$ cat src/rtl/change_dispenser.sv
// change_dispenser
// Sits behind the vending-controller FSM. Each completed transaction goes into
// a small FIFO. Entries are then served one at a time: the product motor runs
// for VEND_CYCLES, and change is paid as 5-unit coins over a four-phase
// req/ack handshake with the coin hopper. If the hopper stalls in any
// handshake phase for ACK_TIMEOUT cycles, the block latches a fault and stops.
//
// Ports
//   clock        system clock, rising edge
//   reset        asynchronous active-high reset, clears all state
//   txn_valid    one-cycle strobe qualifying purchase/cash_return
//   purchase     1 = vend a product
//   cash_return  change code, value = number of 5-unit coins (0..3)
//   coin_ack     hopper acknowledge
//   coin_req     hopper request, one coin per full req/ack cycle
//   vend_motor   product motor drive
//   busy         FSM not idle
//   fifo_full    FIFO holds DEPTH entries
//   overflow     sticky, a transaction was dropped on a full FIFO
//   hopper_fault sticky, handshake timeout
//   coins_paid   running count of dispensed coins, wraps 255->0
module change_dispenser #(
  parameter int unsigned DEPTH       = 4,
  parameter int unsigned VEND_CYCLES = 4,
  parameter int unsigned ACK_TIMEOUT = 16
) (
  input  logic       clock,
  input  logic       reset,
  input  logic       txn_valid,
  input  logic       purchase,
  input  logic [1:0] cash_return,
  input  logic       coin_ack,
  output logic       coin_req,
  output logic       vend_motor,
  output logic       busy,
  output logic       fifo_full,
  output logic       overflow,
  output logic       hopper_fault,
  output logic [7:0] coins_paid
);

  localparam int unsigned AW = $clog2(DEPTH);
  localparam int unsigned CW = AW + 1;
  localparam logic [7:0]  VEND_LAST = 8'(VEND_CYCLES - 1);
  localparam logic [7:0]  ACK_LAST  = 8'(ACK_TIMEOUT - 1);

  typedef enum logic [2:0] {
    S_IDLE,
    S_LOAD,
    S_VEND,
    S_COIN_REQ,
    S_COIN_REL,
    S_FAULT
  } state_t;

  state_t r_state, w_state_nx;

  logic [2:0]    r_mem [DEPTH];
  logic [AW-1:0] r_wptr, r_rptr;
  logic [CW-1:0] r_count;
  logic          r_overflow;

  logic          r_vend,  w_vend_nx;
  logic [1:0]    r_coins, w_coins_nx;
  logic [7:0]    r_timer, w_timer_nx;
  logic [7:0]    r_paid,  w_paid_nx;

  logic [2:0]    w_entry, w_head;
  logic          w_full, w_empty, w_push_req, w_push, w_pop;

  assign w_entry    = {purchase, cash_return};
  assign w_head     = r_mem[r_rptr];
  assign w_full     = (r_count == CW'(DEPTH));
  assign w_empty    = (r_count == '0);
  // An all-zero entry carries no work, so it never occupies a slot.
  assign w_push_req = txn_valid && (w_entry != '0);
  // Fullness is the registered occupancy, so a same-cycle pop does not make room.
  assign w_push     = w_push_req && !w_full;
  assign w_pop      = (r_state == S_IDLE) && !w_empty;

  always_ff @(posedge clock) begin
    if (w_push) r_mem[r_wptr] <= w_entry;
  end

  always_ff @(posedge clock or posedge reset) begin
    if (reset) begin
      r_wptr     <= '0;
      r_rptr     <= '0;
      r_count    <= '0;
      r_overflow <= 1'b0;
    end else begin
      if (w_push) r_wptr <= r_wptr + AW'(1);
      if (w_pop)  r_rptr <= r_rptr + AW'(1);
      case ({w_push, w_pop})
        2'b10:   r_count <= r_count + CW'(1);
        2'b01:   r_count <= r_count - CW'(1);
        default: r_count <= r_count;
      endcase
      if (w_push_req && w_full) r_overflow <= 1'b1;
    end
  end

  always_ff @(posedge clock or posedge reset) begin
    if (reset) begin
      r_state <= S_IDLE;
      r_vend  <= 1'b0;
      r_coins <= '0;
      r_timer <= '0;
      r_paid  <= '0;
    end else begin
      r_state <= w_state_nx;
      r_vend  <= w_vend_nx;
      r_coins <= w_coins_nx;
      r_timer <= w_timer_nx;
      r_paid  <= w_paid_nx;
    end
  end

  always_comb begin
    w_state_nx = r_state;
    w_vend_nx  = r_vend;
    w_coins_nx = r_coins;
    w_timer_nx = r_timer;
    w_paid_nx  = r_paid;
    case (r_state)
      S_IDLE: begin
        if (!w_empty) begin
          w_vend_nx  = w_head[2];
          w_coins_nx = w_head[1:0];
          w_state_nx = S_LOAD;
        end
      end
      S_LOAD: begin
        w_timer_nx = '0;
        if (r_vend)              w_state_nx = S_VEND;
        else if (r_coins != '0)  w_state_nx = S_COIN_REQ;
        else                     w_state_nx = S_IDLE;
      end
      S_VEND: begin
        if (r_timer == VEND_LAST) begin
          w_timer_nx = '0;
          w_state_nx = (r_coins != '0) ? S_COIN_REQ : S_IDLE;
        end else begin
          w_timer_nx = r_timer + 8'd1;
        end
      end
      S_COIN_REQ: begin
        if (coin_ack) begin
          w_timer_nx = '0;
          w_state_nx = S_COIN_REL;
        end else if (r_timer == ACK_LAST) begin
          w_state_nx = S_FAULT;
        end else begin
          w_timer_nx = r_timer + 8'd1;
        end
      end
      S_COIN_REL: begin
        if (!coin_ack) begin
          w_timer_nx = '0;
          w_coins_nx = r_coins - 2'd1;
          w_paid_nx  = r_paid + 8'd1;
          w_state_nx = (r_coins == 2'd1) ? S_IDLE : S_COIN_REQ;
        end else if (r_timer == ACK_LAST) begin
          w_state_nx = S_FAULT;
        end else begin
          w_timer_nx = r_timer + 8'd1;
        end
      end
      S_FAULT: w_state_nx = S_FAULT;
      default: w_state_nx = S_IDLE;
    endcase
  end

  assign coin_req     = (r_state == S_COIN_REQ);
  assign vend_motor   = (r_state == S_VEND);
  assign busy         = (r_state != S_IDLE);
  assign hopper_fault = (r_state == S_FAULT);
  assign fifo_full    = w_full;
  assign overflow     = r_overflow;
  assign coins_paid   = r_paid;

endmodule
$ cat config.mk
export PLATFORM = sky130hd
export DESIGN_NAME = change_dispenser
export DESIGN_NICKNAME = d
export VERILOG_FILES = /design/src/rtl/change_dispenser.sv
export SDC_FILE = /design/constraint.sdc
export NUM_CORES = 1
export LEC_CHECK = 0
export ABC_CLOCK_PERIOD_IN_PS = 3460
export BUFFER_PORTS_ARGS = -buffer_cell sky130_fd_sc_hd__buf_4
export CAP_MARGIN = 20
export CORE_ASPECT_RATIO = 1.2
export CORE_UTILIZATION = 35
export CTS_CLUSTER_DIAMETER = 120
export CTS_CLUSTER_SIZE = 14
export DETAILED_ROUTE_END_ITERATION = 6
export PLACE_DENSITY_LB_ADDON = 0.3
export SLEW_MARGIN = 20
export SYNTH_ARGS = -nofsm -noshare
export SYNTH_HDL_FRONTEND = slang
export SYNTH_SLANG_ARGS = --single-unit
$ cat constraint.sdc
create_clock -name clock -period 3.46 [get_ports clock]
set_input_delay 0.519 -clock clock [delete_from_list [all_inputs] [get_ports clock]]
set_output_delay 0.519 -clock clock [all_outputs]
set_load 0.01 [all_outputs]
==> reports/metrics.csv, run 1 <==
metric,value,unit
run status,finished clean,
Synth cell types,48,
DP Cell Count,300,
Final Hold Vio Count,0,
f_max,421,MHz
Layout area overhead,14.5,%
Post-CTS Resized,0,
number of synthesized register bits,42,
Crit Path Max Fanout,15,
CP Class,reg -> reg,
Die W,74.9,µm
CTS clock-pin slew for the worst setup and hold paths,80,ps
r2r setup slk,1080,ps
top post-synthesis cells by count,"dfrtp_1 (30), inv_1 (17), nand2_1 (14)",
initial core utilization,0.366,
antenna violations before repair,0,
setup_tns,0,ps
sequential area share after synthesis,0.498,
Rows,31,
Total GRT Usage,0.142,
Post-Synthesis Cells,202,
Rel. slew slack,0.487,
Post-synth EDFFs,12,
Antenna Violating Nets Remaining,0,
Setup Skew,5.47,ps
DRT Wirelength,4170,µm
Final setup viols,0,
IO Port Bufs,20,
asr flop ratio synth,0.714,
Synth top area share,0.337,
vias post-DR,1527,
WP data required,3680,ps
diode count,0,
VDD IR max,0.362,mV
dominant synthesized flop cell,dfrtp_1,
Max-Cap Viols,0,
worst min path class,in -> async,
mean post-synth cell area,11.0,µm²
fin cells,308,
CTS Hold Bufs,0,
grt peak-use layer,met2,
fin. max-slew vios,0,
clock latency at the later pin of the worst-skew pair,300,ps
nets@finish,242,
leakage power,1.10,nW
PwrDens,772,mW/mm²
Area contributors post-synth,"dfrtp_1 (34%), edfxtp_1 (16%), ha_1 (5.1%), xnor2_1 (3.9%), mux4_2 (3.0%)",
Via density,4.96,
GRT met3 Usage,0.0338,
Max Root-Sink Buffers,2,
H-tree levels,2,
Wirelength per Cell,13.5,µm
Die ar.,0.00669,mm²
layout cells sized above 1,0.190,
"count leader, synth",dfrtp_1,
Pre-antenna DRT Iters,4,
first-pass GRT wire length,7090,µm
GR Util met2,0.244,
Yosys top cell by area,dfrtp_1,
placer congestion estimate,0.749,
filler cell count,599,
crit path time final,2380,ps
drt drc,0,
DRT iter0 DRCs,81,
crit share post-route,0.687,
crit start category,flop,
CTS tree,yes,
core region area,0.00609,mm²
met1 usage in global routing,0.175,
Root Buffer,clkbuf_8,
Syn. warnings,0,
pin count of the biggest net entering global routing,31,
vias in the first global route,1495,
hpwl dp,2970,µm
RSZ-0062 raised after global routing,no,
Post-CTS Setup Repair Bufs,0,
top-level I/O count,21,
worst-case reg-to-reg path depth,9,
worst-margin pin slew,770,ps
total gr overflow,0,
Crit. End Element,flop,
Sink Count,42,
syn nets,219,
Post-Syn Area,0.00223,mm²
Die H,89.4,µm
CTS buffer count,5,
crit path DAT,2600,ps
critical path, cell delays in order, from the launching register on:
cell and delay [ps]:
dfrtp_1 540, nor3_1 350, inv_2 120, nor2_4 210
ha_1 220, inv_1 60, fa_1 380, xor2_1 170
nor2_1 120, xor2_1 150
routing by layer:
layer,vias up,part of all wire
met5,-,0
met4,0,0.013
met3,8,0.027
met2,21,0.50
met1,740,0.46
li1,758,-
sequential cells by signal, indices dropped and copies added, names as in the netlist, 2 cells and up:
| name | flops |
|---|---|
| r_state | 3 |
| r_coins | 2 |
| coins_paid | 8 |
| r_timer | 8 |
| r_wptr | 2 |
| r_count | 3 |
| r_rptr | 2 |
| r_mem | 12 |
stage by stage:
| step | instance area (µm²) | utilization | hold WS, ps | total power [mW] | worst slack (ps) |
|---|---|---|---|---|---|
| after floorplan | 2230 | - | 464 | 1.43 | 1280 |
| after global placement | 2470 | 0.405 | 465 | 1.65 | 1130 |
| after detailed placement | 2470 | 0.405 | 474 | 1.68 | 1070 |
| after CTS | 2550 | 0.419 | 312 | 2.00 | 1090 |
| after global routing | 2550 | 0.419 | 328 | 2.14 | 898 |
| final | 2550 | 0.419 | 296 | 1.97 | 1080 |
power by group:
part           internal [mW]  total, mW  switching [mW]
Sequential             0.658      0.825           0.168
Combinational          0.405      0.837           0.432
Clock                  0.138      0.308           0.170
layout make-up:
class	count	area, µm²	area share
Sequential cell	42	1110	0.435
Multi-Input combinational cell	137	1030	0.403
Timing Repair Buffer	21	158	0.0617
Tap cell	82	103	0.0402
Clock buffer	5	68.8	0.0269
Inverter	18	67.6	0.0265
Clock inverter	3	16.3	0.00637
cells in the final DEF, fill, tap and decap left out, types with 4 or more instances in the layout:
cell	synthesis	routed
and3_1	5	5
o21ai_0	6	6
edfxtp_1	12	12
nor2_1	11	11
buf_4	0	21
o22ai_1	5	5
inv_1	17	17
nand3_1	7	7
and2_1	8	8
xnor2_1	10	10
mux2_2	4	4
ha_1	9	9
nand2_1	14	14
nand2b_1	4	4
nor3_1	6	6
dfrtp_1	30	30
clkbuf_8	0	5
nor2b_1	4	4
xor2_1	4	4
cell families (layout without fill, tap and decap cells):
logic type      Yosys count  after routing  synth area share
compound gates           37             37             0.119
buf+inv                  23             47            0.0398
xor+xnor                 14             14            0.0550
flops                    42             42             0.498
simple gates             68             68             0.173
fa+ha+maj                10             10            0.0595
mux                       8              8            0.0550
worst paths after layout:
path                            endpoint           from
min                        coins_paid[5]          reset
max reg2reg                   r_count[2]     r_state[0]
max in group asynchronous      r_rptr[0]          reset
min in group clock           r_mem[0][2]       purchase
min reg2reg                coins_paid[7]  coins_paid[7]
max                           r_count[2]     r_state[0]
Power figures use the tool's default switching activity.
==> inputs of run 2 (changes only) <==
- ABC_CLOCK_PERIOD_IN_PS: 3460 -> 2100
- clock period: 3.46 -> 2.1 ns (I/O delays scaled with it)
==> run 2 against run 1 <==
Against the previous run:
- combinational power grew 89%
- non-clock buffer count increased by 11
- final cell count rose by 3.6%
- worst setup slack worse by 980 ps
- count of clock-buffer cells in the layout grew 1
- clock skew grew 7.8 ps
- register-to-register slack lost 980 ps
- clock power grew 63%
- utilization up 1.5 points
- critical path depth is the same
- critical path type unchanged
- highest routed layer unchanged
==> reports/metrics.csv, run 2 (same netlist as run 1, synthesis figures left out) <==
metric,value,unit,change
Rel. slew slack,0.707,,was 0.487
Via density,4.91,,was 4.96
vias in the first global route,1467,,"was 1,495"
CP peak stage delay,410,ps,was 540 ps
CTS clock-pin slew for the worst setup and hold paths,90,ps,was 80 ps
CP Class,reg -> reg,,unchanged
Total GRT Usage,0.140,,was 0.142
Wirelength per Cell,13.1,µm,was 13.5 µm
Pre-antenna DRT Iters,4,,unchanged
f_max,502,MHz,was 421 MHz
DP Cell Count,310,,was 300
Crit path max-delay family,adder cells,,was simple AND/OR/NAND/NOR gates
Sink Count,42,,unchanged
DRT iter0 DRCs,62,,was 81
fin. max-slew vios,0,,unchanged
Most common cell on crit path,xor2_1,,unchanged
worst-margin pin slew,440,ps,was 770 ps
pre-CTS WS,41.3,ps,was 1070 ps
Final Hold Vio Count,0,,unchanged
layout cells sized above 1,0.228,,was 0.190
register area,0.00111,mm²,unchanged
IO Port Bufs,20,,unchanged
core region area,0.00609,mm²,unchanged
Layout area overhead,18.6,%,was 14.5%
Root Buffer,clkbuf_8,,unchanged
initial core utilization,0.366,,unchanged
drt drc,0,,unchanged
diode count,0,,unchanged
Crit path buffers/inverters,2,,unchanged
Setup Skew,13.3,ps,was 5.47 ps
filler cell count,618,,was 599
crit path cell chain,nor3_4 -> inv_2 -> nor2_4 -> ha_1 -> inv_1 -> fa_1 -> xor2_1 -> nor2_1 -> xor2_1,,was nor3_1 -> inv_2 -> nor2_4 -> ha_1 -> inv_1 -> fa_1 -> xor2_1 -> nor2_1 -> xor2_1
vias post-DR,1565,,"was 1,527"
placer congestion estimate,0.757,,was 0.749
crit path DAT,2210,ps,was 2600 ps
"Slowest-stage cell, CP",dfrtp_1,,unchanged
Crit Path Max Fanout,4,,was 15
Top reg by flops,r_mem,,unchanged
clock latency at the later pin of the worst-skew pair,290,ps,was 300 ps
RSZ-0062 raised after global routing,no,,unchanged
fin cells,319,,was 308
"most common cell after layout, fill and taps aside",buf_4,,was dfrtp_1
Crit. End Element,flop,,unchanged
antenna violations before repair,0,,unchanged
H-tree levels,2,,unchanged
crit share post-route,0.949,,was 0.687
crit path time final,1990,ps,was 2380 ps
hpwl dp,3080,µm,was 2970 µm
Die H,89.4,µm,unchanged
run status,finished clean,,unchanged
Antenna Violating Nets Remaining,0,,unchanged
Final setup viols,0,,unchanged
most frequent cells in the layout,"buf_4 (32), dfrtp_1 (30), inv_1 (17)",,"was dfrtp_1 (30), buf_4 (21), inv_1 (17)"
first-pass GRT wire length,6980,µm,was 7090 µm
CTS buffer count,5,,unchanged
CTS tree,yes,,unchanged
flip-flop count of the largest register after layout,12,,unchanged
Die W,74.9,µm,unchanged
PwrDens,1270,mW/mm²,was 772 mW/mm²
fin worst setup slack,106,ps,was 1080 ps
Die ar.,0.00669,mm²,unchanged
DRT Wirelength,4180,µm,was 4170 µm
multi-input logic area,0.00104,mm²,was 0.00103 mm²
VDD IR max,0.636,mV,was 0.362 mV
leakage power,1.16,nW,was 1.10 nW
setup_tns,0,ps,unchanged
crit start category,flop,,unchanged
top-level I/O count,21,,unchanged
pin count of the biggest net entering global routing,31,,unchanged
WP data required,2320,ps,was 3680 ps
worst min path class,in -> async,,unchanged
Max-Cap Viols,0,,unchanged
total gr overflow,0,,unchanged
Rows,31,,unchanged
nets@finish,253,,was 242
Max Root-Sink Buffers,2,,unchanged
## run 2: cell count changes in the layout (fill, tap and decap cells not counted)
cell	change
nor3_1	-1
clkinvlp_4	-1
nor3_4	+1
clkbuf_1	+1
buf_4	+11
## run 2: final timing paths
kind | startpoint | endpoint | slack [ps] | cells after the start
worst max register to register | r_state[2] | r_count[2] | 110 | 9
worst max-delay path | r_state[2] | r_count[2] | 110 | 9
max in group asynchronous | reset | r_timer[5] | 1720 | 3
worst min-delay path | reset | r_rptr[0] | 90 | 3
min in group clock | cash_return[1] | r_mem[3][1] | 230 | 1
worst min register to register | overflow | overflow | 490 | 1
## run 2: cell type report
| cell class | count | share of cell area |
|---|---|---|
| clock buffer | 6 | 0.0274 |
| clock inverter | 2 | 0.00331 |
| inverter | 18 | 0.0256 |
| multi-input combinational | 137 | 0.394 |
| sequential | 42 | 0.420 |
| tap | 82 | 0.0388 |
| timing repair buffer | 32 | 0.0909 |
## run 2: what timing repair did
item	CTS	global route
setup endpoints to repair	0	1
buffers inserted	0	1
resized for setup	0	1
hold buffers	0	0
## run 2: per-layer routing
metal	up-vias	GRT usage	part of all wire
met5	-	0	0
met4	0	0.0515	0.014
met3	7	0.0271	0.027
met2	18	0.230	0.49
met1	756	0.183	0.47
li1	784	-	-
## run 2: stage by stage
stage	power, mW	hold slack, ps	utilization	area [µm²]
finish	3.37	90.7	0.434	2640
global route	3.66	118	0.434	2640
CTS	3.38	102	0.432	2630
detailed placement	2.87	428	0.419	2550
global placement	2.85	422	0.419	2550
floorplan	2.37	406	-	2230
## run 2: worst min-delay path, delay by kind of cell
family	cells	cell delay, ps
buffers and inverters	3	480
## run 2: where the power goes
part,internal [mW],switching (mW)
registers,1.08,0.200
clock network,0.229,0.272
logic,0.767,0.816
